==> src/rtl/keypad_scanner.sv <==
// 4x4 matrix keypad scanner: walks one active-low column per dwell, debounces a
// single-row hit on the frozen column, and reports one key code per press.
module keypad_scanner #(
    parameter int SCAN_DIV       = 50000,
    parameter int DEBOUNCE_SCANS = 4
) (
    input  logic       clk,
    input  logic       sys_rst_n,
    input  logic [3:0] row_in,
    output logic [3:0] col_out,
    output logic [3:0] key_code,
    output logic       key_valid,
    output logic       key_down
);
    localparam int DIV_W = (SCAN_DIV > 1) ? $clog2(SCAN_DIV) : 1;
    localparam int CNT_W = $clog2(DEBOUNCE_SCANS + 1);
    localparam logic [DIV_W-1:0] DIV_LAST = DIV_W'(SCAN_DIV - 1);
    localparam logic [CNT_W-1:0] CNT_DONE = CNT_W'(DEBOUNCE_SCANS);

    typedef enum logic [1:0] {SCAN, DEBOUNCE, HELD} state_t;

    state_t           state_reg, state_next;
    logic [3:0]       row_meta_reg, row_sync_reg;
    logic [DIV_W-1:0] div_reg, div_next;
    logic [1:0]       col_idx_reg, col_idx_next;
    logic [3:0]       col_out_reg, col_out_next;
    logic [3:0]       cand_reg, cand_next;
    logic [CNT_W-1:0] match_reg, match_next, match_inc;
    logic [CNT_W-1:0] rel_reg, rel_next, rel_inc;
    logic [3:0]       key_code_reg, key_code_next;
    logic             key_valid_reg, key_valid_next;
    logic             key_down_reg, key_down_next;
    logic             tick, advance, hit_one;
    logic [1:0]       hit_row;

    assign tick = (div_reg == DIV_LAST);
    assign div_next = tick ? '0 : div_reg + DIV_W'(1);

    // Ghosting (two or more rows low) is deliberately treated the same as no hit.
    always_comb begin
        hit_one = 1'b0;
        hit_row = 2'd0;
        case (row_sync_reg)
            4'b1110: begin hit_one = 1'b1; hit_row = 2'd0; end
            4'b1101: begin hit_one = 1'b1; hit_row = 2'd1; end
            4'b1011: begin hit_one = 1'b1; hit_row = 2'd2; end
            4'b0111: begin hit_one = 1'b1; hit_row = 2'd3; end
            default: begin hit_one = 1'b0; hit_row = 2'd0; end
        endcase
    end

    assign match_inc = (match_reg == CNT_DONE) ? match_reg : match_reg + CNT_W'(1);
    assign rel_inc   = (rel_reg == CNT_DONE) ? rel_reg : rel_reg + CNT_W'(1);

    always_comb begin
        state_next     = state_reg;
        col_idx_next   = col_idx_reg;
        col_out_next   = col_out_reg;
        cand_next      = cand_reg;
        match_next     = match_reg;
        rel_next       = rel_reg;
        key_code_next  = key_code_reg;
        key_valid_next = 1'b0;
        key_down_next  = key_down_reg;
        advance        = 1'b0;
        if (tick) begin
            case (state_reg)
                SCAN: begin
                    if (hit_one) begin
                        cand_next  = {hit_row, col_idx_reg};
                        match_next = CNT_W'(1);
                        state_next = DEBOUNCE;
                    end else begin
                        advance = 1'b1;
                    end
                end
                DEBOUNCE: begin
                    // A row change on the completing tick aborts; nothing is accepted.
                    if (hit_one && hit_row == cand_reg[3:2]) begin
                        match_next = match_inc;
                        if (match_inc == CNT_DONE) begin
                            key_code_next  = cand_reg;
                            key_valid_next = 1'b1;
                            key_down_next  = 1'b1;
                            rel_next       = '0;
                            state_next     = HELD;
                        end
                    end else begin
                        state_next = SCAN;
                        advance    = 1'b1;
                    end
                end
                HELD: begin
                    if (row_sync_reg == 4'hF) begin
                        rel_next = rel_inc;
                        if (rel_inc == CNT_DONE) begin
                            state_next    = SCAN;
                            key_down_next = 1'b0;
                            advance       = 1'b1;
                        end
                    end else begin
                        rel_next = '0;
                    end
                end
                default: state_next = SCAN;
            endcase
        end
        if (advance) begin
            col_idx_next = col_idx_reg + 2'd1;
            col_out_next = ~(4'b0001 << col_idx_next);
        end
    end

    always_ff @(posedge clk or negedge sys_rst_n) begin
        if (!sys_rst_n) begin
            state_reg     <= SCAN;
            row_meta_reg  <= 4'hF;
            row_sync_reg  <= 4'hF;
            div_reg       <= '0;
            col_idx_reg   <= 2'd0;
            col_out_reg   <= 4'b1110;
            cand_reg      <= 4'h0;
            match_reg     <= '0;
            rel_reg       <= '0;
            key_code_reg  <= 4'h0;
            key_valid_reg <= 1'b0;
            key_down_reg  <= 1'b0;
        end else begin
            state_reg     <= state_next;
            row_meta_reg  <= row_in;
            row_sync_reg  <= row_meta_reg;
            div_reg       <= div_next;
            col_idx_reg   <= col_idx_next;
            col_out_reg   <= col_out_next;
            cand_reg      <= cand_next;
            match_reg     <= match_next;
            rel_reg       <= rel_next;
            key_code_reg  <= key_code_next;
            key_valid_reg <= key_valid_next;
            key_down_reg  <= key_down_next;
        end
    end

    assign col_out   = col_out_reg;
    assign key_code  = key_code_reg;
    assign key_valid = key_valid_reg;
    assign key_down  = key_down_reg;
endmodule

==> config.mk <==
export PLATFORM = sky130hd
export DESIGN_NAME = keypad_scanner
export DESIGN_NICKNAME = d
export VERILOG_FILES = /design/src/rtl/keypad_scanner.sv
export SDC_FILE = /design/constraint.sdc
export NUM_CORES = 1
export LEC_CHECK = 0
export BUFFER_PORTS_ARGS = -buffer_cell sky130_fd_sc_hd__clkbuf_2
export CAP_MARGIN = 20
export CORE_UTILIZATION = 45
export CTS_BUF_LIST = sky130_fd_sc_hd__clkbuf_2
export DETAILED_ROUTE_END_ITERATION = 7
export PLACE_DENSITY = 0.6
export SYNTH_ARGS = -nofsm -noshare
export SYNTH_HDL_FRONTEND = slang
export SYNTH_SLANG_ARGS = --single-unit
==> constraint.sdc <==
create_clock -name clk -period 3.01 [get_ports clk]
set_input_delay 0.301 -clock clk [delete_from_list [all_inputs] [get_ports clk]]
set_output_delay 0.301 -clock clk [all_outputs]
set_load 0.02 [all_outputs]
=== Yosys cells after proc, flatten, opt, wreduce, memory -nomap -nowiden ===
Cells that the tools add are included.

* Add/subtract/negate cells: 4
* Multiply operators: 0
* Divide/modulo/power cells: 0
* $lt $le $gt $ge: 0
* Eq/ne operators: 19
* Shift operators: 1
* Mux-type cells: 33
* Bitwise gates (word level): 1
* Reduce and logical (&&, ||, !) cells: 11

{| class="wikitable"
|+ Operator list
! kind !! number
|-
| 3-bit two-way mux || 7
|-
| 16-bit by 1-bit adder with 16-bit output (second input constant) || 1
|-
| 16-bit == test (second input constant) || 1
|-
| 4-bit == test (second input constant) || 4
|-
| 16-bit two-way mux || 1
|-
| 1-bit two-way mux || 14
|-
| 3-bit == test (second input constant) || 4
|-
| 2-bit case mux with 3 select lines || 2
|-
| 3-bit case mux with 2 select lines || 2
|-
| 4-bit AND reduction || 3
|-
| 2-bit two-way mux || 5
|-
| 2-bit inequality test (second input constant) || 5
|-
| 3-bit by 1-bit adder with 3-bit output (second input constant) || 2
|-
| 6-bit AND reduction || 1
|-
| 5-bit AND reduction || 1
|-
| 4-bit by 3-bit == test with 1-bit output (second input constant) || 1
|-
| 4-bit NOT || 1
|-
| 2-bit nonzero test || 2
|-
| 4-bit OR reduction || 1
|-
| 1-bit by 2-bit << shifter with 4-bit output (first input constant) || 1
|-
| 3-bit inequality test (second input constant) || 1
|-
| 1-bit case mux with 3 select lines || 1
|-
| 3-bit AND reduction || 1
|-
| 2-bit by 1-bit adder with 2-bit output (second input constant) || 1
|-
| other kinds (6) || 6
|}

* Register bits after elaboration: 48
* Latch bits: 0
* Bits in writable memories: 0
* Memory bits (read-only): 0
* Bits of input ports: 6
* Word-level logic and storage cells: 81
* Memories: 0

=== Depth between registers and ports, before layout ===
Gate-level depths: netlist (run 1).

* Depth in word-level cells: 7
* Mapped depth: 8

=== Least setup slack after synthesis (run 1) ===
OpenSTA, ideal clock, no wires.

* Kind: reg2reg
* Start point: register rel_reg[0]
* End point: register col_idx_reg[1]
* Data arrival time: 2.196 ns
* Data required time: 2.882 ns
* Setup slack: 0.686 ns
* Stages on the path, launching flop included: 8
* Path buffers: 1
* Period minus slack after synthesis: 2.324 ns
* Path through: dfrtp_1 -> ha_1 -> or3b_1 -> a311oi_2 -> nand3b_1 -> a221o_1 -> buf_2 -> mux2_1

* Longest elaborated chain between the ends: 7
* Elaborated cells on any way between the ends: 8

{| class="wikitable"
|+ Ends and longest elaborated chain
! item !! line !! text
|-
| from (decl) || 29 || <nowiki>logic [CNT_W-1:0] rel_reg, rel_next, rel_inc;</nowiki>
|-
| from (signal assigned) || 137 || <nowiki>rel_reg <= rel_next;</nowiki>
|-
| 3-bit by 1-bit adder with 3-bit output / 3-bit == test (equally long branches) || 53 || <nowiki>assign rel_inc = (rel_reg == CNT_DONE) ? rel_reg : rel_reg + CNT_W'(1);</nowiki>
|-
| 3-bit two-way mux * || 53 ||
|-
| 3-bit == test * || 96 || <nowiki>if (rel_inc == CNT_DONE) begin</nowiki>
|-
| 1-bit two-way mux * || 96 ||
|-
| 1-bit two-way mux * || 94 || <nowiki>if (row_sync_reg == 4'hF) begin</nowiki>
|-
| 1-bit case mux with 3 select lines * || 67 || <nowiki>case (state_reg)</nowiki>
|-
| 1-bit two-way mux * || 66 || <nowiki>if (tick) begin</nowiki>
|-
| to (signal assigned) || 133 || <nowiki>col_idx_reg <= col_idx_next;</nowiki>
|-
| to (decl) || 25 || <nowiki>logic [1:0] col_idx_reg, col_idx_next;</nowiki>
|}

Every way passes the cells marked *; elsewhere a longest branch is shown, timed or not.
A chain may end at the register's enable or synchronous reset.

=== Worst setup path after layout (run 1) ===
* Start point: register div_reg[11]
* End point: register key_code_reg[2] (netlist: key_code[2])

* Longest elaborated chain between the ends: 2

{| class="wikitable"
|+ Ends and longest elaborated chain
! item !! line !! text
|-
| from (decl) || 24 || <nowiki>logic [DIV_W-1:0] div_reg, div_next;</nowiki>
|-
| from (signal assigned) || 132 || <nowiki>div_reg <= div_next;</nowiki>
|-
| 16-bit == test || 36 || <nowiki>assign tick = (div_reg == DIV_LAST);</nowiki>
|-
| 4-bit AND reduction (no line) || -- ||
|-
| to (signal assigned) || 138 || <nowiki>key_code_reg <= key_code_next;</nowiki>
|-
| to (decl) || 30 || <nowiki>logic [3:0] key_code_reg, key_code_next;</nowiki>
|}

No other way between the ends.

==> flow_metrics.tcl, run 1 <==
set metrics [dict create \
    timing.hold.ws_ns 0.371 \
    area_growth_pct 12.1 \
    skew_ns 0.0386 \
    cts-buffers-inserted 5 \
    die_y_um 75.5 \
    seq_area_mm2 0.00121 \
    clockPowerShare_pct 37.9 \
    cts_root_buf "clkbuf_2" \
    synthTopCellsByCount "dfrtp_1 (37), nand2_1 (15), inv_1 (13), nand3_1 (13), dfstp_2 (11)" \
    multi_input_area_mm2 0.00114 \
    synthDominantCellAreaShare_pct 38.1 \
    clk_pin_slew_ns 0.23 \
    fin_tns_setup_ns 0 \
    rsz0062_at_grt "false" \
    power.switching_mw 0.228 \
    synth_top_family_by_area "simple AND/OR/NAND/NOR gates" \
    vias 1656 \
    cts.sinks 48 \
    grt_overflow 0 \
    yosysTopAreaCell "dfrtp_1" \
    crit_buf_inv 0 \
    setup_viol 0 \
    drive_gt1_share_pct 19.6 \
    p_total_mw 1.13 \
    slew_violations 0 \
    grt_use_total_pct 18.1 \
    synth_fp_nets 236 \
    rows 26 \
    maxCapViolCount 0 \
    path_class "reg2reg" \
    synth_xor_area_share_pct 6.49 \
    ctsLongestPathBuffers 2 \
    cts-resized-gates 0 \
    vias_per_cell 5.26 \
    post_cts_buffers 0 \
    status "finished, final reports clean" \
    post-synth-top-count-cell "dfrtp_1" \
    largest_reg_flops 16 \
    async_reset_ff_share_pct 100 \
    drc 0 \
    pin_count 16 \
    synth_ff_type "dfrtp_1" \
    yosys-top-cells-area "dfrtp_1 (38%), dfstp_2 (12%), ha_1 (4.6%), mux2_2 (3.7%), xnor2_1 (3.6%)" \
    cts_tree "built" \
    clkLatencyLatePin_ns 0.42 \
    insertedDiodeCount 0 \
    antenna_found_initial 0 \
    htreeDepth 2 \
    gp_congestion 0.845 \
    finalCritPeriodShare_pct 85.2 \
    cp.required_ns 3.34 \
    io_buffers 15 \
    wl_um 4480 \
    design_area_mm2 0.00272 \
    drtIter0Drc 145 \
    ir_worst_vdd_mv 0.222 \
    core_area_mm2 0.00514 \
    fmax_ghz 0.390 \
    swShare_pct 20.2 \
    slew_headroom_pct 44.8 \
    instances_no_fill 315 \
    synth_compound_area_share_pct 8.35 \
    die_width_um 75.5 \
    crit_path_max_fanout 8 \
    dieArea_mm2 0.00569 \
    grt_pass1_wl_um 7530 \
    ys_seq_area_share_pct 50.0 \
    worstMarginPinSlew_ns 0.827 \
    drt_pass1_iterations 4 \
    synth.avg_cell_area_um2 11.0 \
    synthMuxAreaShare_pct 6.65 \
    max_stage_delay_ns 0.58 \
    intPower_mw 0.900 \
    yosys_warnings 0 \
    start_util_pct 47.2 \
    crit_arrival_ns 2.90 \
    hpwl_um 3310 \
    syn-instance-count 221 \
    first_global_vias 1522 \
    endpoint_kind "flip-flop" \
    wl_per_cell_um 14.2 \
    ys_types 45 \
    synth_edf_count 0 \
    ys_ff_latch 48 \
    period_minus_slack_ns 2.56 \
    synthSimpleGateAreaFrac_pct 20.8 \
    hold_path_class "reg2reg" \
    dpl-instance-area_mm2 0.00258 \
    pwr_density_cell_mw_per_mm2 414 \
    grt_max_degree 36 \
    synth_area_mm2 0.00243 \
    crit_path_top_delay_cell "nor4_4" \
    synthAdderAreaFrac_pct 4.64 \
    layout.nets 259 \
    drtAntennaViolNets 0 \
    holdBufCountCts 5 \
    dp_cells 302 \
    p_seq_share_pct 58.8 \
    hold_viol 0 \
    path_cells "nor3_1, nand2_1, or2_0, nor4_4, mux2_2" \
    pwr-share-comb_pct 3.3 \
    p_leak_nw 1.25 \
    n_fill_cell 489 \
    startpoint_type "flip-flop" \
    path_delay_family "simple AND/OR/NAND/NOR gates" \
]
-- cells in the final DEF, fill, tap and decap left out, types with 3 or more instances in the layout --
cell,Yosys,layout
mux2i_1,6,6
and2_1,5,5
nand2_1,15,15
inv_1,13,13
xnor2_1,10,10
mux2_2,8,8
clkbuf_2,0,21
nand3_1,13,13
a21oi_1,7,7
xor2_1,8,8
o211ai_1,3,3
dlygate4sd3_1,0,5
nand2b_1,5,5
ha_1,9,9
dfstp_2,11,11
and3_1,8,8
nand4_1,3,3
and4_1,3,3
nand3b_1,4,4
nor3_1,5,5
nor2_1,10,10
a31oi_1,3,3
dfrtp_1,37,37
-- layer usage --
layer	vias up	share of wire, %	track usage (%)
met5	-	0	0
met4	0	2.6	7.41
met3	11	2.6	3.97
met2	31	44	26.3
met1	787	51	26.3
li1	827	-	-
-- metrics by stage --
step	utilization [%]	setup WS (ns)
CTS	52.9	0.411
detailed placement	50.2	0.444
global route	52.9	0.236
floorplan	-	0.686
global placement	50.2	0.510
finish	52.9	0.446
-- power by group through the flow --
stage	clock network [mW]	registers [mW]	logic [mW]
5_1_grt	0.466	0.665	0.0427
3_5_place_dp	0	0.673	0.0335
3_3_place_gp	0	0.673	0.0333
6_report	0.428	0.663	0.0373
4_1_cts	0.441	0.663	0.0386
2_1_floorplan	0	0.670	0.0143
-- final timing paths --
path	start	end	slack [ns]	cells past startpoint
worst max-delay path	div_reg[11]$_DFF_PN0_	key_code[2]$_DFFE_PN0P_	0.45	5
worst min-delay path	row_meta_reg[1]$_DFF_PN1_	row_sync_reg[1]$_DFF_PN1_	0.37	0
worst max register to register	div_reg[11]$_DFF_PN0_	key_code[2]$_DFFE_PN0P_	0.45	5
worst min register to register	row_meta_reg[1]$_DFF_PN1_	row_sync_reg[1]$_DFF_PN1_	0.37	0
max in group asynchronous	sys_rst_n	col_out[2]$_DFFE_PN1P_	1.83	3
min in group asynchronous	sys_rst_n	div_reg[9]$_DFF_PN0_	0.48	2
-- kinds of logic after synthesis --
kind of cell,after synthesis
buffers and inverters,19
AO/OA/AOI/OAI,27
flip-flops,48
adder cells (fa/ha/maj),9
multiplexers,15
AND/OR/NAND/NOR,85
XOR/XNOR,18
-- layout make-up --
class	count	area share, %
sequential	48	44.6
multi-input combinational	154	41.9
timing repair buffer	22	5.15
tap	70	3.22
clock inverter	2	2.21
inverter	13	1.79
clock buffer	6	1.10
Note: power is estimated with default switching activity, not from simulation.
==> inputs of run 2 (changes only) <==
==> constraint.sdc (replaced) <==
create_clock -name clk -period 3.2 [get_ports clk]
set_input_delay 0.32 -clock clk [delete_from_list [all_inputs] [get_ports clk]]
set_output_delay 0.32 -clock clk [all_outputs]
set_load 0.02 [all_outputs]
==> run 2 against run 1 <==
Net effect:
- core utilization shrank 0.63 points
- cell count fell by 0.32%
- combinational power shrank 9.4%
- via count is 1.0% higher
- fmax shrank 0.70%
- hold slack gained 0.00068 ns
- critical path type unchanged
- highest routed layer unchanged
==> flow_metrics.tcl, run 2 (synthesis gave the netlist of run 1 again) <==
set metrics [dict create \
    status "finished, final reports clean" \
    post_cts_buffers 0 \
    gp_congestion 0.825 \
    crit_buf_inv 0 \
    swShare_pct 22.0 \
    fin_tns_setup_ns 0 \
    vias 1673 \
    hold_path_class "reg2reg" \
    grt_use_total_pct 17.9 \
    intPower_mw 0.766 \
    cts_tree "built" \
    crit_arrival_ns 2.93 \
    dpl-instance-area_mm2 0.00257 \
    drtIter0Drc 107 \
    cts.sinks 48 \
    die_y_um 75.5 \
    clockPowerShare_pct 33.0 \
    grt_pass1_wl_um 7450 \
    vias_per_cell 5.33 \
    layout.nets 258 \
    design_area_mm2 0.00269 \
    hpwl_um 3220 \
    htreeDepth 2 \
    ir_worst_vdd_mv 0.299 \
    drtAntennaViolNets 0 \
    cts_root_buf "clkbuf_2" \
    wl_um 4440 \
    start_util_pct 47.2 \
    pwr-share-comb_pct 3.4 \
    io_buffers 15 \
    holdBufCountCts 5 \
    cts-buffers-inserted 5 \
    dieArea_mm2 0.00569 \
    slew_violations 0 \
    max_stage_delay_ns 0.60 \
    rows 26 \
    slew_headroom_pct 48.8 \
    insertedDiodeCount 0 \
    drive_gt1_share_pct 19.3 \
    period_minus_slack_ns 2.58 \
    place_ws_ns 0.640 \
    seq_area_mm2 0.00121 \
    dp_cells 301 \
    grt_max_degree 32 \
    antenna_found_initial 0 \
    multi_input_area_mm2 0.00114 \
    n_fill_cell 501 \
    grt_overflow 0 \
    instances_no_fill 314 \
    drt_pass1_iterations 4 \
    clk_pin_slew_ns 0.24 \
    maxCapViolCount 0 \
    cts-resized-gates 0 \
    finalCritPeriodShare_pct 80.7 \
    p_leak_nw 1.24 \
    largest_reg_flops 16 \
    final_common_cell "dfrtp_1" \
    worstMarginPinSlew_ns 0.765 \
    power.switching_mw 0.216 \
    rsz0062_at_grt "false" \
    path_class "reg2reg" \
    path_delay_family "simple AND/OR/NAND/NOR gates" \
    endpoint_kind "flip-flop" \
    skew_ns 0.0222 \
    wl_per_cell_um 14.1 \
    core_area_mm2 0.00514 \
    cp.required_ns 3.55 \
    p_total_mw 0.982 \
    path_cells "ha_1, and3_1, nand2_1, or2_0, nor4_4, mux2_2" \
    crit_path_max_fanout 8 \
    first_global_vias 1512 \
    timing.final.ws_setup_ns 0.618 \
    pin_count 16 \
    clkLatencyLatePin_ns 0.42 \
    ctsLongestPathBuffers 2 \
    pwr_density_cell_mw_per_mm2 365 \
    startpoint_type "flip-flop" \
    area_growth_pct 10.7 \
    layout_common_cells "dfrtp_1 (37), clkbuf_2 (21), nand2_1 (15), inv_1 (13), nand3_1 (13)" \
    setup_viol 0 \
    p_seq_share_pct 63.5 \
    die_width_um 75.5 \
    drc 0 \
    crit_path_top_delay_cell "nor4_4" \
    fmax_ghz 0.387 \
    hold_viol 0 \
]
## run 2: cell types whose count changed in the layout (fill, tap and decap cells not counted)
cell       delta
clkinv_2      +1
bufinv_16     -1
buf_4         -1
## run 2: metal layers
layer | vias to the layer above | GRT usage (%) | share of wire [%]
li1 | 826 | - | -
met1 | 798 | 25.8 | 50
met2 | 35 | 25.2 | 43
met3 | 14 | 4.23 | 3.6
met4 | 0 | 9.05 | 3.2
met5 | - | 0 | 0
## run 2: cell type report
type | instances | share of cell area (%)
sequential | 48 | 45.2
clock inverter | 2 | 1.30
multi-input combinational | 154 | 42.4
tap | 70 | 3.26
clock buffer | 6 | 1.12
inverter | 13 | 1.81
timing repair buffer | 21 | 4.93
## run 2: power by group through the flow
stage	Combinational, mW	Sequential (mW)	Clock (mW)
detailed placement	0.0303	0.633	0
floorplan	0.0135	0.630	0
finish	0.0338	0.623	0.324
global route	0.0387	0.626	0.363
CTS	0.0351	0.624	0.338
global placement	0.0301	0.633	0
## run 2: final timing paths
path,endpoint,startpoint,cells after the start,slack (ns)
worst min-delay path,row_sync_reg[2]$_DFF_PN1_,row_meta_reg[2]$_DFF_PN1_,0,0.37
min in group asynchronous,div_reg[9]$_DFF_PN0_,sys_rst_n,2,0.46
worst max register to register,key_code[3]$_DFFE_PN0P_,div_reg[1]$_DFF_PN0_,6,0.62
worst max-delay path,key_code[3]$_DFFE_PN0P_,div_reg[1]$_DFF_PN0_,6,0.62
worst min register to register,row_sync_reg[2]$_DFF_PN1_,row_meta_reg[2]$_DFF_PN1_,0,0.37
max in group asynchronous,row_sync_reg[0]$_DFF_PN1_,sys_rst_n,3,1.95
## run 2: per-stage QoR
step	util (%)	hold slack, ns
floorplan	-	0.0244
global placement	50.1	0.345
global route	52.3	0.380
CTS	52.3	0.374
detailed placement	50.1	0.347
finish	52.3	0.372
==> inputs of run 3 (changes only) <==
==> constraint.sdc (replaced) <==
create_clock -name clk -period 2.63 [get_ports clk]
set_input_delay 0.263 -clock clk [delete_from_list [all_inputs] [get_ports clk]]
set_output_delay 0.263 -clock clk [all_outputs]
set_load 0.02 [all_outputs]
==> run 3 against run 2 <==
Net effect:
- setup slack worse by 0.39 ns
- critical path type unchanged
- highest routed layer unchanged
- die area stayed put
- critical endpoint is now col_out[3]$_DFFE_PN1P_
- non-clock buffer count is 5 higher
- fmax is 7.5% higher
- via count is 0.42% higher
==> flow_metrics.tcl, run 3 (synthesis gave the netlist of run 1 again) <==
set metrics [dict create \
    antenna_found_initial 0 \
    final_common_cell "dfrtp_1" \
    rsz0062_at_grt "false" \
    ctsLongestPathBuffers 2 \
    design_area_mm2 0.00271 \
    period_minus_slack_ns 2.40 \
    cts.sinks 48 \
    layout_common_cells "dfrtp_1 (37), clkbuf_2 (21), nand2_1 (15), inv_1 (13), nand3_1 (13)" \
    pin_count 16 \
    finalCritPeriodShare_pct 91.4 \
    wl_um 4600 \
    die_width_um 75.5 \
    crit_buf_inv 1 \
    path_class "reg2reg" \
    max_stage_delay_ns 0.51 \
    hold_path_class "in2async" \
    path_delay_family "compound AO/OA/AOI/OAI gates" \
    worstMarginPinSlew_ns 0.657 \
    p_leak_nw 1.24 \
    crit_path_top_delay_cell "dfrtp_1" \
    clkLatencyLatePin_ns 0.42 \
    rows 26 \
    core_area_mm2 0.00514 \
    first_global_vias 1637 \
    htreeDepth 2 \
    post_cts_buffers 0 \
    grt_pass1_wl_um 7870 \
    gp_congestion 0.819 \
    hpwl_um 3380 \
    timing.hold.ws_ns 0.254 \
    vias_per_cell 5.27 \
    n_fill_cell 481 \
    drt_pass1_iterations 4 \
    dpl-instance-area_mm2 0.00261 \
    setup_viol 0 \
    path_cells "ha_1, or3b_1, a311oi_2, nand3b_1, a221o_1, buf_4, mux2i_1" \
    reg2reg_slack_ns 0.23 \
    grt_use_total_pct 18.5 \
    start_util_pct 47.2 \
    dieArea_mm2 0.00569 \
    io_buffers 15 \
    cts_tree "built" \
    grt_max_degree 34 \
    cp.required_ns 2.99 \
    vias 1680 \
    area_growth_pct 11.5 \
    drive_gt1_share_pct 20.9 \
    startpoint_type "flip-flop" \
    die_y_um 75.5 \
    fmax_ghz 0.416 \
    crit_arrival_ns 2.76 \
    hold_viol 0 \
    grt_overflow 0 \
    cts_root_buf "clkbuf_2" \
    drc 0 \
    wl_per_cell_um 14.4 \
    drtAntennaViolNets 0 \
    pwr_density_cell_mw_per_mm2 409 \
    maxCapViolCount 0 \
    finalCoreUtilization_pct 52.7 \
    ir_worst_vdd_mv 0.380 \
    cts-buffers-inserted 5 \
    endpoint_kind "flip-flop" \
    slew_headroom_pct 56.1 \
    insertedDiodeCount 0 \
    status "finished, final reports clean" \
    clk_pin_slew_ns 0.25 \
    drtIter0Drc 61 \
    slew_violations 0 \
    cts-resized-gates 0 \
    place_ws_ns 0.209 \
    layout.nets 263 \
    skew_ns 0.0221 \
    fin_tns_setup_ns 0 \
    largest_reg_flops 16 \
    timing.final.ws_setup_ns 0.227 \
    crit_path_max_fanout 7 \
]
## run 3: cell types whose count changed in the layout (fill, tap and decap cells not counted), sizes merged
cell and delta:
clkinvlp +1, buf +5, bufinv -1
## run 3: repair_timing
action / CTS / global route
hold endpoints to repair: 15 / 0
hold buffers: 5 / 0
setup endpoints to repair: 0 / 0
## run 3: routing by layer
metal  wire, µm  vias to the layer above  GRT usage (%)
met5          0                        -              0
met4         87                        0           5.76
met3        187                        7           4.23
met2       2050                       32           28.6
met1       2270                      803           26.0
li1           -                      838              -
## run 3: final timing paths
kind,endpoint,from,depth (start not counted)
worst max-delay path,col_out[3]$_DFFE_PN1P_,rel_reg[0]$_DFFE_PN0P_,7
worst min-delay path,div_reg[9]$_DFF_PN0_,sys_rst_n,2
worst max register to register,col_out[3]$_DFFE_PN1P_,rel_reg[0]$_DFFE_PN0P_,7
worst min register to register,row_sync_reg[1]$_DFF_PN1_,row_meta_reg[1]$_DFF_PN1_,0
max in group asynchronous,row_sync_reg[2]$_DFF_PN1_,sys_rst_n,3
min in group clk,row_sync_reg[1]$_DFF_PN1_,row_meta_reg[1]$_DFF_PN1_,0
## run 3: worst register-to-register path, stage by stage (launching register included)
cell and delay (ns):
dfrtp_1 0.51, ha_1 0.30, or3b_1 0.40, a311oi_2 0.34, nand3b_1 0.13, a221o_1 0.34
buf_4 0.18, mux2i_1 0.15
## run 3: cell type report
class / count / area, µm² / share of cell area [%]
clock buffer: 6 / 30.0 / 1.11
clock inverter: 2 / 16.3 / 0.601
inverter: 13 / 48.8 / 1.80
multi-input combinational: 154 / 1140 / 42.1
sequential: 48 / 1210 / 44.9
tap: 70 / 87.6 / 3.23
timing repair buffer: 26 / 170 / 6.28
## run 3: report_power, final
| part | total (mW) | switching, mW | internal [mW] |
|---|---|---|---|
| Sequential | 0.759 | 0.00715 | 0.751 |
| Combinational | 0.0420 | 0.0247 | 0.0173 |
| Clock | 0.307 | 0.235 | 0.0712 |
| Total | 1.11 | 0.267 | 0.840 |
## run 3: metrics by stage
| stage | std cells | power (mW) |
|---|---|---|
| 3_5_place_dp | 306 | 0.808 |
| 5_1_grt | 319 | 1.17 |
| 3_3_place_gp | 306 | 0.807 |
| 2_1_floorplan | 221 | 0.783 |
| 6_report | 319 | 1.11 |
| 4_1_cts | 319 | 1.13 |
